[src/rtl/debounce_pkg.sv]
// Shared defaults, channel action encoding and counter-width helper for debounce2.
package debounce_pkg;

    localparam int SYNC_STAGES_DEF = 2;
    localparam int DB_CYCLES_DEF   = 4;

    // What a channel does with its counter and stable level at the next edge.
    typedef enum logic [1:0] {
        CH_CLEAR  = 2'd0,  // synchronized level agrees with Q: restart the count
        CH_COUNT  = 2'd1,  // mismatch still too young: keep counting
        CH_ACCEPT = 2'd2   // mismatch persisted DB_CYCLES edges: take the new level
    } ch_action_e;

    // Bits needed to hold 0..db_cycles.
    function automatic int cnt_width(input int db_cycles);
        return (db_cycles < 1) ? 1 : $clog2(db_cycles + 1);
    endfunction

endpackage

[src/rtl/debounce2_if.sv]
// Raw-level inputs and debounced outputs of the two-channel debouncer.
interface debounce2_if;

    logic A_RAW;
    logic B_RAW;
    logic A;
    logic B;
    logic CHG;

    // Environment side: drives raw levels, observes debounced levels.
    modport master (
        output A_RAW,
        output B_RAW,
        input  A,
        input  B,
        input  CHG
    );

    // Debouncer side.
    modport slave (
        input  A_RAW,
        input  B_RAW,
        output A,
        output B,
        output CHG
    );

endinterface

[src/rtl/debounce_ch.sv]
// One debounce channel: synchronizer chain, persistence counter, stable level
// and a strobe marking the edge at which the stable level is updated.
module debounce_ch
    import debounce_pkg::*;
#(
    parameter int SYNC_STAGES = SYNC_STAGES_DEF,
    parameter int DB_CYCLES   = DB_CYCLES_DEF
) (
    input  logic clk,
    input  logic rst_n,
    input  logic raw,
    output logic q,
    output logic upd
);

    localparam int               CNT_W    = cnt_width(DB_CYCLES);
    localparam logic [CNT_W-1:0] CNT_LAST = CNT_W'(DB_CYCLES - 1);

    logic [SYNC_STAGES-1:0] sync;
    logic                   s;
    logic [CNT_W-1:0]       cnt;
    ch_action_e             action;

    // Synchronizer chain: raw enters at bit 0, the synchronized level leaves the top bit.
    always_ff @(posedge clk or negedge rst_n) begin
        // NOTE: the synchronizer is cleared with everything else, so a level caught
        // in flight when reset hits is dropped and must travel the full chain again.
        if (!rst_n) begin
            sync <= '0;
        end else begin
            // NOTE: non-blocking so every stage samples its neighbour's pre-edge value.
            sync <= {sync[SYNC_STAGES-2:0], raw};
        end
    end

    assign s = sync[SYNC_STAGES-1];

    // Decide what the counter and level do at the coming edge.
    always_comb begin
        // NOTE: default first so every path assigns action and no latch is inferred.
        action = CH_CLEAR;
        if (s != q) begin
            action = (cnt == CNT_LAST) ? CH_ACCEPT : CH_COUNT;
        end
    end

    // Persistence counter and stable level; the counter stops at CNT_LAST and never wraps.
    always_ff @(posedge clk or negedge rst_n) begin
        if (!rst_n) begin
            cnt <= '0;
            q   <= 1'b0;
        end else begin
            unique case (action)
                CH_COUNT: begin
                    cnt <= cnt + 1'b1;
                end
                CH_ACCEPT: begin
                    cnt <= '0;
                    q   <= s;
                end
                default: begin
                    cnt <= '0;
                end
            endcase
        end
    end

    // High during the cycle whose closing edge loads a new level into q.
    assign upd = (action == CH_ACCEPT);

endmodule

[src/rtl/debounce2.sv]
// Two independent debounce channels feeding a downstream AND stage, plus a
// registered one-cycle change pulse shared by both channels.
module debounce2
    import debounce_pkg::*;
#(
    parameter int SYNC_STAGES = SYNC_STAGES_DEF,
    parameter int DB_CYCLES   = DB_CYCLES_DEF
) (
    input  logic       CLK,
    input  logic       RST_N,
    debounce2_if.slave bus
);

    logic upd_a;
    logic upd_b;

    debounce_ch #(
        .SYNC_STAGES (SYNC_STAGES),
        .DB_CYCLES   (DB_CYCLES)
    ) u_ch_a (
        .clk   (CLK),
        .rst_n (RST_N),
        .raw   (bus.A_RAW),
        .q     (bus.A),
        .upd   (upd_a)
    );

    debounce_ch #(
        .SYNC_STAGES (SYNC_STAGES),
        .DB_CYCLES   (DB_CYCLES)
    ) u_ch_b (
        .clk   (CLK),
        .rst_n (RST_N),
        .raw   (bus.B_RAW),
        .q     (bus.B),
        .upd   (upd_b)
    );

    // One pulse per updating edge, even when both channels update together.
    always_ff @(posedge CLK or negedge RST_N) begin
        if (!RST_N) begin
            bus.CHG <= 1'b0;
        end else begin
            bus.CHG <= upd_a | upd_b;
        end
    end

endmodule

[src/flat_wrapper.sv]
// flat-port wrapper written by rule: the top's interface ports become plain ports
module debounce2_flat import debounce_pkg::*;
#(
    parameter int SYNC_STAGES = SYNC_STAGES_DEF,
    parameter int DB_CYCLES   = DB_CYCLES_DEF
)
  (CLK, RST_N, bus_A_RAW, bus_B_RAW, bus_A, bus_B, bus_CHG);
  debounce2_if bus_i ();
  input  logic CLK;
  input  logic RST_N;
  input wire logic [$bits(bus_i.A_RAW)-1:0] bus_A_RAW;
  input wire logic [$bits(bus_i.B_RAW)-1:0] bus_B_RAW;
  output wire logic [$bits(bus_i.A)-1:0] bus_A;
  output wire logic [$bits(bus_i.B)-1:0] bus_B;
  output wire logic [$bits(bus_i.CHG)-1:0] bus_CHG;
  assign bus_i.A_RAW = bus_A_RAW;
  assign bus_i.B_RAW = bus_B_RAW;
  assign bus_A = bus_i.A;
  assign bus_B = bus_i.B;
  assign bus_CHG = bus_i.CHG;
  debounce2 #(.SYNC_STAGES(SYNC_STAGES), .DB_CYCLES(DB_CYCLES)) u_core (.CLK(CLK), .RST_N(RST_N), .bus(bus_i));
endmodule
[config.mk]
export PLATFORM = sky130hd
export DESIGN_NAME = debounce2_flat
export DESIGN_NICKNAME = d
export VERILOG_FILES = /design/src/rtl/debounce_pkg.sv /design/src/rtl/debounce2_if.sv /design/src/rtl/debounce_ch.sv /design/src/rtl/debounce2.sv /design/src/flat_wrapper.sv
export SDC_FILE = /design/constraint.sdc
export NUM_CORES = 1
export LEC_CHECK = 0
export ABC_AREA = 1
export CAP_MARGIN = 40
export CORE_AREA = 2 2 39 41
export CTS_CLUSTER_SIZE = 14
export DETAILED_ROUTE_END_ITERATION = 16
export DIE_AREA = 0 0 41 43
export GPL_ROUTABILITY_DRIVEN = 0
export RECOVER_POWER = 25
export REMOVE_ABC_BUFFERS = 1
export SYNTH_ARGS = -nofsm -noshare
export SYNTH_HDL_FRONTEND = slang
export SYNTH_SLANG_ARGS = --single-unit
[constraint.sdc]
create_clock -name CLK -period 2.1 [get_ports CLK]
set_clock_uncertainty 0.15 [all_clocks]
set_input_delay 0.315 -clock CLK [delete_from_list [all_inputs] [get_ports CLK]]
set_output_delay 0.315 -clock CLK [all_outputs]
set_load 0.02 [all_outputs]
Word-level counts from Yosys, hierarchy flattened
Cells that the tools add are included.

$add $sub $neg: 2. Eq/ne operators: 8. Mux-type cells: 6. Bitwise gates (word level): 1.

Operator list (number): 2-to-1 mux 2 bit (4); adder 3 x 1 -> 3 bit, second input constant (2); equality test 3 x 2 -> 1 bit, second input constant (2); 2-to-1 mux 3 bit (2); equality test 2 x 1 -> 1 bit, second input constant (2); equality test 2 bit, second input constant (2); inequality test 1 bit (2); bitwise OR 1 bit (1).

Bits in registers: 13. Input port bits: 4. Output and inout bits: 3.

Depth between registers and ports, before layout
Gate-level depths: netlist (run 1).

Depth in word-level cells: 5. Depth in mapped cells: 5. Depth with buffers taken out: 5.

Hierarchy
From an unflattened synthesis (run 1), not the netlist that was laid out.

Cells, all modules: 50. Area, all modules: 531.8 um2.

Modules (own cells, without submodules): debounce_ch (u_core.u_ch_b) (instances 1, cells each 23, area each 254.0 um2); debounce_ch (u_core.u_ch_a) (instances 1, cells each 23, area each 241.5 um2); debounce2 (instances 1, cells each 4, area each 36.3 um2).

Worst setup path before layout (run 1)
No wires, ideal clock.

Path kind: register -> register. From: register u_core.u_ch_b.cnt[0]. To: register u_core.u_ch_b.cnt[0]. Setup time: 0.071 ns. Arrival: 0.969 ns. Data required time: 1.879 ns. Slack: 0.909 ns. Stages on the path, launching flop included: 6. Buffers on the path: 0. Clock period less this slack: 1.191 ns. Cells stage by stage: dfrtp_1 -> ha_1 -> ha_1 -> inv_1 -> nand3_2 -> nor2_1.

Cells in the longest elaborated chain, start to end: 5. Elaborated cells on any way between the ends: 6. Those cells by class: add/sub (1); eq/ne (2); mux (3).

RTL lines: from (decl) (RTL line debounce_ch.sv:21) `logic [CNT_W-1:0] cnt;`; from (signal assigned) (RTL line debounce_ch.sv:55) `cnt <= cnt + 1'b1;`; equality test 3 x 2 -> 1 bit (RTL line debounce_ch.sv:43) `action = (cnt == CNT_LAST) ? CH_ACCEPT : CH_COUNT;`; 2-to-1 mux 2 bit (RTL line debounce_ch.sv:43); 2-to-1 mux 2 bit (RTL line debounce_ch.sv:42) `if (s != q) begin`; equality test 2 x 1 -> 1 bit (RTL line debounce_ch.sv:53) `unique case (action)`; 2-to-1 mux 3 bit * (RTL line debounce_ch.sv:53).

Every way passes the cells marked *; elsewhere a longest branch is shown, timed or not. A chain may end at the register's enable or synchronous reset.

Final worst setup path (run 1)
From: register u_core.u_ch_b.q. To: output bus_B.

RTL lines: from (decl) (RTL line debounce_ch.sv:12) `output logic q,`; from (signal assigned) (RTL line debounce_ch.sv:59) `q <= s;`; to (decl) (RTL line flat_wrapper.sv:14) `output wire logic [$bits(bus_i.B)-1:0] bus_B;`.

No word-level cell between the ends.

==> impl_metrics.ini, run 1 <==
[power_and_ir_drop]
p_int_w = 0.0004962
pwr-share-clk = 0.201
ir_drop_v = 0.0004276
pwr-share-seq = 0.478
power_density_mw_per_mm2 = 1199
switching_share = 0.3249
comb_power_share = 0.321
p_leak_nw = 0.3119
p_sw_w = 0.0002388

[finish]
fin_cells = 72
post-route-util = 0.4430
drive_gt1_frac = 0.1250
nets = 65
antennaDiodeCount = 0
area_delta_synth_final_pct = 20.99

[critical_path]
worst_path_max_delay_cell = clkdlybuf4s50_1
critPathBufInv = 1
max_stage_delay_ns = 0.61
critical_path.top_delay_family = buffers and inverters
r2r_slack_ns = 0.81
cp.arrival_ns = 1.24
worstPathCellList = clkdlybuf4s50_1
path_class = flop to output pin
crit_fanout = 3
required_ns = 1.63
endpoint_kind = output pin
startpoint_type = flop

[die]
row_count = 14
die_area_mm2 = 0.001763
die-width_um = 41
num_io_pins = 7
die-height_um = 43
initial_utilization = 0.3662
core_mm2 = 0.001384

[synth]
synth_ff_type = dfrtp_1
synth_edf_count = 0
synth_area_leader_cell = dfrtp_1
async_flop_share = 1.000
synth_top_area_frac = 0.6420
ys_warn_count = 0
synth-seq-cells = 13
avgSynthCellArea_um2 = 11.02
synth.distinct_cells = 9
syn_inst = 46
synth.most_common_cell = dfrtp_1
ys_top_cells_by_count = dfrtp_1, inv_1, nor2_1
yosys-top-cells-area = dfrtp_1, ha_1, inv_1
syn_area_um2 = 506.7
yosysSeqAreaShare = 0.6420

[placed_design]
port_buffers = 6
place.detailed.hpwl_um = 495.8
dpl.cell_count = 68

[timing]
slew_headroom = 0.6108
fin_setup_tns_ns = 0
drv_slew = 0
grt_setup_unrepaired = false
fin_crit_sh = 0.8112
fin_crit_ns = 1.703
hold_slack_ns = 0.2021
hold_viol_final = 0
fmax_ghz = 0.5871
setup_viol = 0
worstMarginPinSlew_ns = 0.5819

[drt]
finalWirelength_um = 661
avgViaCountPerCell = 4.264
drc = 0
first_iter_violations = 2
antenna_left = 0
detail_route.first_pass.iterations = 4
wire_per_inst_um = 9.181
vias = 307

[global_routing]
track_usage = 0.1060
grt_pass1_vias = 267
grt.overflow.total = 0
antenna_found_initial = 0
grt_max_degree = 14
grt_pass1_wl_um = 1138

[cts]
cts.htree.levels = 1
numCtsBuffers = 3
clkTransAtPathRegs_ns = 0.07
clockBufferDepth = 2
clock_sinks = 13
cts_resized = 0
clk_latency_ns = 0.27
cts_tree = yes
cts_root_buffer = clkbuf_4
cts-hold-fix-buffers = 0
post_cts_buffers = 0

[outcome]
status = complete, no violations

[flow_run]
maxCapViolCount = 0

[min_path]
hold_path_class = flop to flop
-- sequential cells by signal, summed over array words and instances, names as in the netlist --
signal,cells
u_core.u_ch_a.cnt,3
u_core.bus.CHG,1
u_core.u_ch_b.q,1
u_core.u_ch_b.sync,2
u_core.u_ch_b.cnt,3
u_core.u_ch_a.q,1
u_core.u_ch_a.sync,2
-- kinds of logic after synthesis --
| family | after synthesis | synth area share |
|---|---|---|
| simple gates | 17 | 0.1654 |
| flops | 13 | 0.6420 |
| compound gates | 2 | 0.01975 |
| buf+inv | 10 | 0.07408 |
| fa+ha+maj | 4 | 0.09877 |
-- placed cells by master (no fill, tap or decap) --
cell type,n
clkbuf_4,3
o21ai_0,2
ha_1,4
nand3_2,2
dlygate4sd3_1,3
clkdlybuf4s50_1,3
nand3_1,2
nand2_1,5
clkbuf_1,1
nor2_1,6
dfrtp_1,13
nand2_2,2
inv_1,10
-- metal layers --
| metal | wire length, um | track usage |
|---|---|---|
| met1 | 319 | 0.1568 |
| met2 | 296 | 0.1063 |
| met3 | 27 | 0.03141 |
| met4 | 17 | 0.1200 |
| met5 | 0 | 0 |
-- per-stage QoR --
step	cell area [um^2]	setup WS [ns]	total power, W
detailed placement	586.8	0.6836	0.0005979
global route	613.1	0.3414	0.0008001
global placement	586.8	0.6968	0.0005882
finish	613.1	0.3966	0.0007350
floorplan	506.7	0.9092	0.0005134
CTS	613.1	0.3791	0.0007495
-- cell type report --
cell class	count	area, um^2
inverters	10	37.54
clock buffers	4	26.28
well taps	16	20.02
fillers	130	770.7
multi-input cells	23	143.9
repair buffers	6	60.06
flip-flops and latches	13	325.3
-- path summary, 6_finish.rpt --
check                                 startpoint                     to  depth (start not counted)
setup / recovery                 u_core.u_ch_b.q                  bus_B                          1
hold / removal             u_core.u_ch_a.sync[0]  u_core.u_ch_a.sync[1]                          0
setup reg to reg            u_core.u_ch_a.cnt[0]   u_core.u_ch_a.cnt[0]                          5
hold reg to reg            u_core.u_ch_a.sync[0]  u_core.u_ch_a.sync[1]                          0
max in group asynchronous                  RST_N   u_core.u_ch_a.cnt[0]                          1
min in group asynchronous                  RST_N   u_core.u_ch_b.cnt[2]                          1
-- power groups by stage --
stage | registers [W] | clock network, W | logic (W)
6_report | 0.000351 | 0.000148 | 0.000236
5_1_grt | 0.000359 | 0.000168 | 0.000273
4_1_cts | 0.000351 | 0.000156 | 0.000242
3_5_place_dp | 0.000357 | 0 | 0.000241
3_3_place_gp | 0.000354 | 0 | 0.000234
2_1_floorplan | 0.000380 | 0 | 0.000133
Note: power is estimated with default switching activity, not from simulation.
==> run 2: changes to the inputs <==
Clock period 2.1 ns to 1.35 ns, I/O delays scaled along.
==> impl_metrics.ini, run 2 (synthesis results as in run 1) <==
[die]
die-width_um = 41
die_area_mm2 = 0.001763
num_io_pins = 7
row_count = 14
initial_utilization = 0.3662
core_mm2 = 0.001384
die-height_um = 43

[critical_path]
path_class = flop to output pin
startpoint_type = flop
cp-startpoint = u_core.u_ch_b.q
rr_endpoint = u_core.u_ch_a.cnt[0]
r2r_cells = 5
path_depth = 1
required_ns = 1.00
max_stage_delay_ns = 0.39
worstReg2RegStart = u_core.u_ch_a.cnt[0]
cp.arrival_ns = 0.94
worst_path_max_delay_cell = dfrtp_1
crit_end = bus_B
worstPathCellList = clkdlybuf4s15_1
crit_fanout = 3
critical_path.top_delay_family = flip-flops
r2r_slack_ns = 0.07
endpoint_kind = output pin
critPathBufInv = 1

[placed_design]
port_buffers = 6
place_area_um2 = 594.3
place.detailed.hpwl_um = 482.9

[global_routing]
grt_max_degree = 14
grt_pass1_vias = 297
grt_pass1_wl_um = 1159
track_usage = 0.1064
antenna_found_initial = 0
grt.overflow.total = 0

[min_path]
hold_path_class = flop to flop
min_path_cells = 0

[drt]
avgViaCountPerCell = 4.081
drc = 0
vias = 302
wire_per_inst_um = 8.392
finalWirelength_um = 621
detail_route.first_pass.iterations = 4
first_iter_violations = 3
antenna_left = 0

[timing]
fmax_ghz = 0.7732
fin_crit_sh = 0.9580
setup_viol = 0
fin_crit_ns = 1.293
worstMarginPinSlew_ns = 0.6550
grt_setup_unrepaired = false
hold_viol_final = 0
fin_setup_tns_ns = 0
slew_headroom = 0.5634
drv_slew = 0

[cts]
cts_root_buffer = clkbuf_4
numCtsBuffers = 3
cts_tree = yes
cts.htree.levels = 1
clockBufferDepth = 2
clk_latency_ns = 0.27
clkTransAtPathRegs_ns = 0.07
clock_sinks = 13
cts-hold-fix-buffers = 0

[power_and_ir_drop]
power_density_mw_per_mm2 = 1848
p_leak_nw = 0.3222
ir_drop_v = 0.0006444

[finish]
reg_top3 = u_core.u_ch_a.cnt (3), u_core.u_ch_b.cnt (3)
mostFrequentLayoutCell = dfrtp_1
final_area_um2 = 625.6
drive_gt1_frac = 0.2069
antennaDiodeCount = 0
nets = 67
area_delta_synth_final_pct = 23.46
final_cell_mix = dfrtp_1, inv_1, nand2_1

[outcome]
status = complete, no violations

[flow_run]
maxCapViolCount = 0
## run 2: changes by cell type in the layout (fill, tap and decap cells not counted)
cell / before / now
buf_4: 0 / 1
clkbuf_1: 1 / 2
clkbuf_2: 0 / 1
clkdlybuf4s15_1: 0 / 1
clkdlybuf4s50_1: 3 / 2
dlygate4sd2_1: 0 / 1
dlygate4sd3_1: 3 / 1
ha_1: 4 / 3
ha_2: 0 / 1
nor2_1: 6 / 4
nor2_2: 0 / 2
## run 2: report_power, final
part	internal (W)	switching, W	leakage, nW
clock	0.000114	0.000111	0.0150
sequential	0.000499	0.0000471	0.164
combinational	0.000160	0.000225	0.143
## run 2: worst min path at each step
stage                     startpoint                     to  slack [ns]
2_1_floorplan                  RST_N         u_core.bus.CHG       -0.24
3_3_place_gp   u_core.u_ch_b.sync[0]  u_core.u_ch_b.sync[1]        0.18
3_5_place_dp   u_core.u_ch_a.sync[0]  u_core.u_ch_a.sync[1]        0.19
4_1_cts                        RST_N   u_core.u_ch_a.cnt[2]        0.08
5_1_grt                    bus_B_RAW  u_core.u_ch_b.sync[0]        0.21
6_report       u_core.u_ch_a.sync[0]  u_core.u_ch_a.sync[1]        0.20
## run 2: final cells by class
cell class                 instances  area, um^2
tap                               16       20.02
fill                             136       758.2
clock buffer                       4       26.28
inverter                          10       37.54
multi-input combinational         23       151.4
timing repair buffer               8       65.06
sequential                        13       325.3
## run 2: stage by stage
step | std cells | worst slack, ns | power, W | utilization | hold slack [ns]
final | 74 | 0.05669 | 0.001156 | 0.4521 | 0.2007
after global routing | 74 | 0.004820 | 0.001269 | 0.4521 | 0.2054
after CTS | 73 | 0.001971 | 0.001138 | 0.4458 | 0.07831
after detailed placement | 69 | 0.04856 | 0.0009312 | 0.4295 | 0.1863
after global placement | 69 | 0.05954 | 0.0009172 | 0.4295 | 0.1834
after floorplan | 46 | 0.1592 | 0.0007986 | - | -0.2431
## run 2: timing repair
action | 4_1_cts | 5_1_grt
endpoints found under the setup margin | 3 | 6
cloned | 0 | 0
buffers inserted | 0 | 1
gates resized for setup | 3 | 6
## run 2: routing by layer
metal,routed length (um),part of all wire,vias to the layer above,GRT usage
li1,-,-,163,-
met3,24,0.039,0,0.03141
met5,0,0,-,0
met2,306,0.49,6,0.1188
met1,290,0.47,133,0.1449
met4,0,0,0,0.1200
==> run 3: changes to the inputs <==
Settings changed: PLACE_DENSITY_LB_ADDON set to 0.2.
==> impl_metrics.ini, run 3 (synthesis results as in run 1) <==
[outcome]
status = complete, no violations

[min_path]
hold_path_class = flop to flop

[drt]
drc = 0
vias = 311
detail_route.first_pass.iterations = 4
first_iter_violations = 5
wire_per_inst_um = 8.945
antenna_left = 0
avgViaCountPerCell = 4.260
finalWirelength_um = 653

[power_and_ir_drop]
ir_drop_v = 0.0008514
p_leak_nw = 0.3170
power_density_mw_per_mm2 = 1830

[placed_design]
port_buffers = 6
place_area_um2 = 594.3
dpl.cell_count = 69
place.detailed.hpwl_um = 512.5

[die]
die_area_mm2 = 0.001763
core_mm2 = 0.001384
row_count = 14
die-height_um = 43
initial_utilization = 0.3662
num_io_pins = 7
die-width_um = 41

[timing]
worstMarginPinSlew_ns = 0.6646
slew_headroom = 0.5569
fmax_ghz = 0.7684
hold_viol_final = 0
fin_crit_sh = 0.9640
grt_setup_unrepaired = false
fin_crit_ns = 1.301
setup_viol = 0
drv_slew = 0
fin_setup_tns_ns = 0

[cts]
clockBufferDepth = 2
cts.htree.levels = 1
clk_latency_ns = 0.26
cts_root_buffer = clkbuf_4
cts_tree = yes
clock_sinks = 13
clkTransAtPathRegs_ns = 0.07
numCtsBuffers = 3

[critical_path]
cp-startpoint = u_core.bus.CHG
worstPathCellList = dlygate4sd2_1
max_stage_delay_ns = 0.37
critical_path.top_delay_family = flip-flops
path_class = flop to output pin
critPathBufInv = 1
cp.arrival_ns = 0.95
worstReg2RegStart = u_core.u_ch_a.cnt[0]
r2r_cells = 5
path_depth = 1
worst_path_max_delay_cell = dfrtp_1
required_ns = 1.00
rr_endpoint = u_core.u_ch_a.cnt[2]
r2r_slack_ns = 0.07
crit_end = bus_CHG
startpoint_type = flop
endpoint_kind = output pin
crit_fanout = 1

[global_routing]
grt.overflow.total = 0
grt_pass1_vias = 315
track_usage = 0.1066
grt_max_degree = 14
grt_pass1_wl_um = 1173
antenna_found_initial = 0

[finish]
nets = 66
reg_top3 = u_core.u_ch_a.cnt (3), u_core.u_ch_b.cnt (3)
drive_gt1_frac = 0.1754
fin_cells = 73
area_delta_synth_final_pct = 20.00
post-route-util = 0.4394
antennaDiodeCount = 0
mostFrequentLayoutCell = dfrtp_1
final_area_um2 = 608.1
final_cell_mix = dfrtp_1, inv_1, nor2_1

[flow_run]
maxCapViolCount = 0
[run 3: cell count changes in the layout (fill, tap and decap cells not counted), sizes merged]
| cell | delta |
|---|---|
| clkdlybuf4s15 | -1 |
| clkbuf | +1 |
| buf | -1 |
[run 3: layout make-up]
| type | instances | area [um^2] |
|---|---|---|
| clock buffer | 4 | 26.28 |
| fill | 143 | 775.7 |
| inverter | 10 | 37.54 |
| multi-input combinational | 23 | 146.4 |
| sequential | 13 | 325.3 |
| tap | 16 | 20.02 |
| timing repair buffer | 7 | 52.55 |
[run 3: repair_timing]
item                       CTS  global route
buffers inserted             0             0
setup endpoints to repair    3             3
resized for setup            3             5
hold buffers                 0             0
[run 3: worst min-delay path by stage]
stage	startpoint	slack (ns)	end	cells after the start
5_1_grt	u_core.u_ch_b.sync[0]	0.21	u_core.u_ch_b.sync[1]	0
3_5_place_dp	u_core.u_ch_b.sync[0]	0.18	u_core.u_ch_b.sync[1]	0
4_1_cts	RST_N	0.08	u_core.u_ch_a.q	2
3_3_place_gp	u_core.u_ch_a.sync[0]	0.18	u_core.u_ch_a.sync[1]	0
6_report	u_core.u_ch_a.sync[0]	0.20	u_core.u_ch_a.sync[1]	0
2_1_floorplan	RST_N	-0.24	u_core.bus.CHG	0
[run 3: where the power goes]
part / switching, W / internal (W)
Clock: 0.000113 / 0.000114
Sequential: 0.0000493 / 0.000499
Combinational: 0.000206 / 0.000131
Total: 0.000368 / 0.000745
[run 3: per-layer routing]
metal | global-route usage | up-vias | routed length [um]
met5 | 0 | - | 0
li1 | - | 160 | -
met1 | 0.1237 | 144 | 297
met2 | 0.1375 | 7 | 312
met4 | 0.1000 | 0 | 0
met3 | 0.04712 | 0 | 43
[run 3: stage by stage]
stage          worst slack, ns  hold slack (ns)  power [W]
2_1_floorplan           0.1592          -0.2431  0.0007986
3_3_place_gp           0.05782           0.1827  0.0009172
3_5_place_dp           0.05330           0.1847  0.0009362
4_1_cts               0.006434          0.08152   0.001147
5_1_grt              0.0006194           0.2052   0.001220
6_report               0.04861           0.1992   0.001113
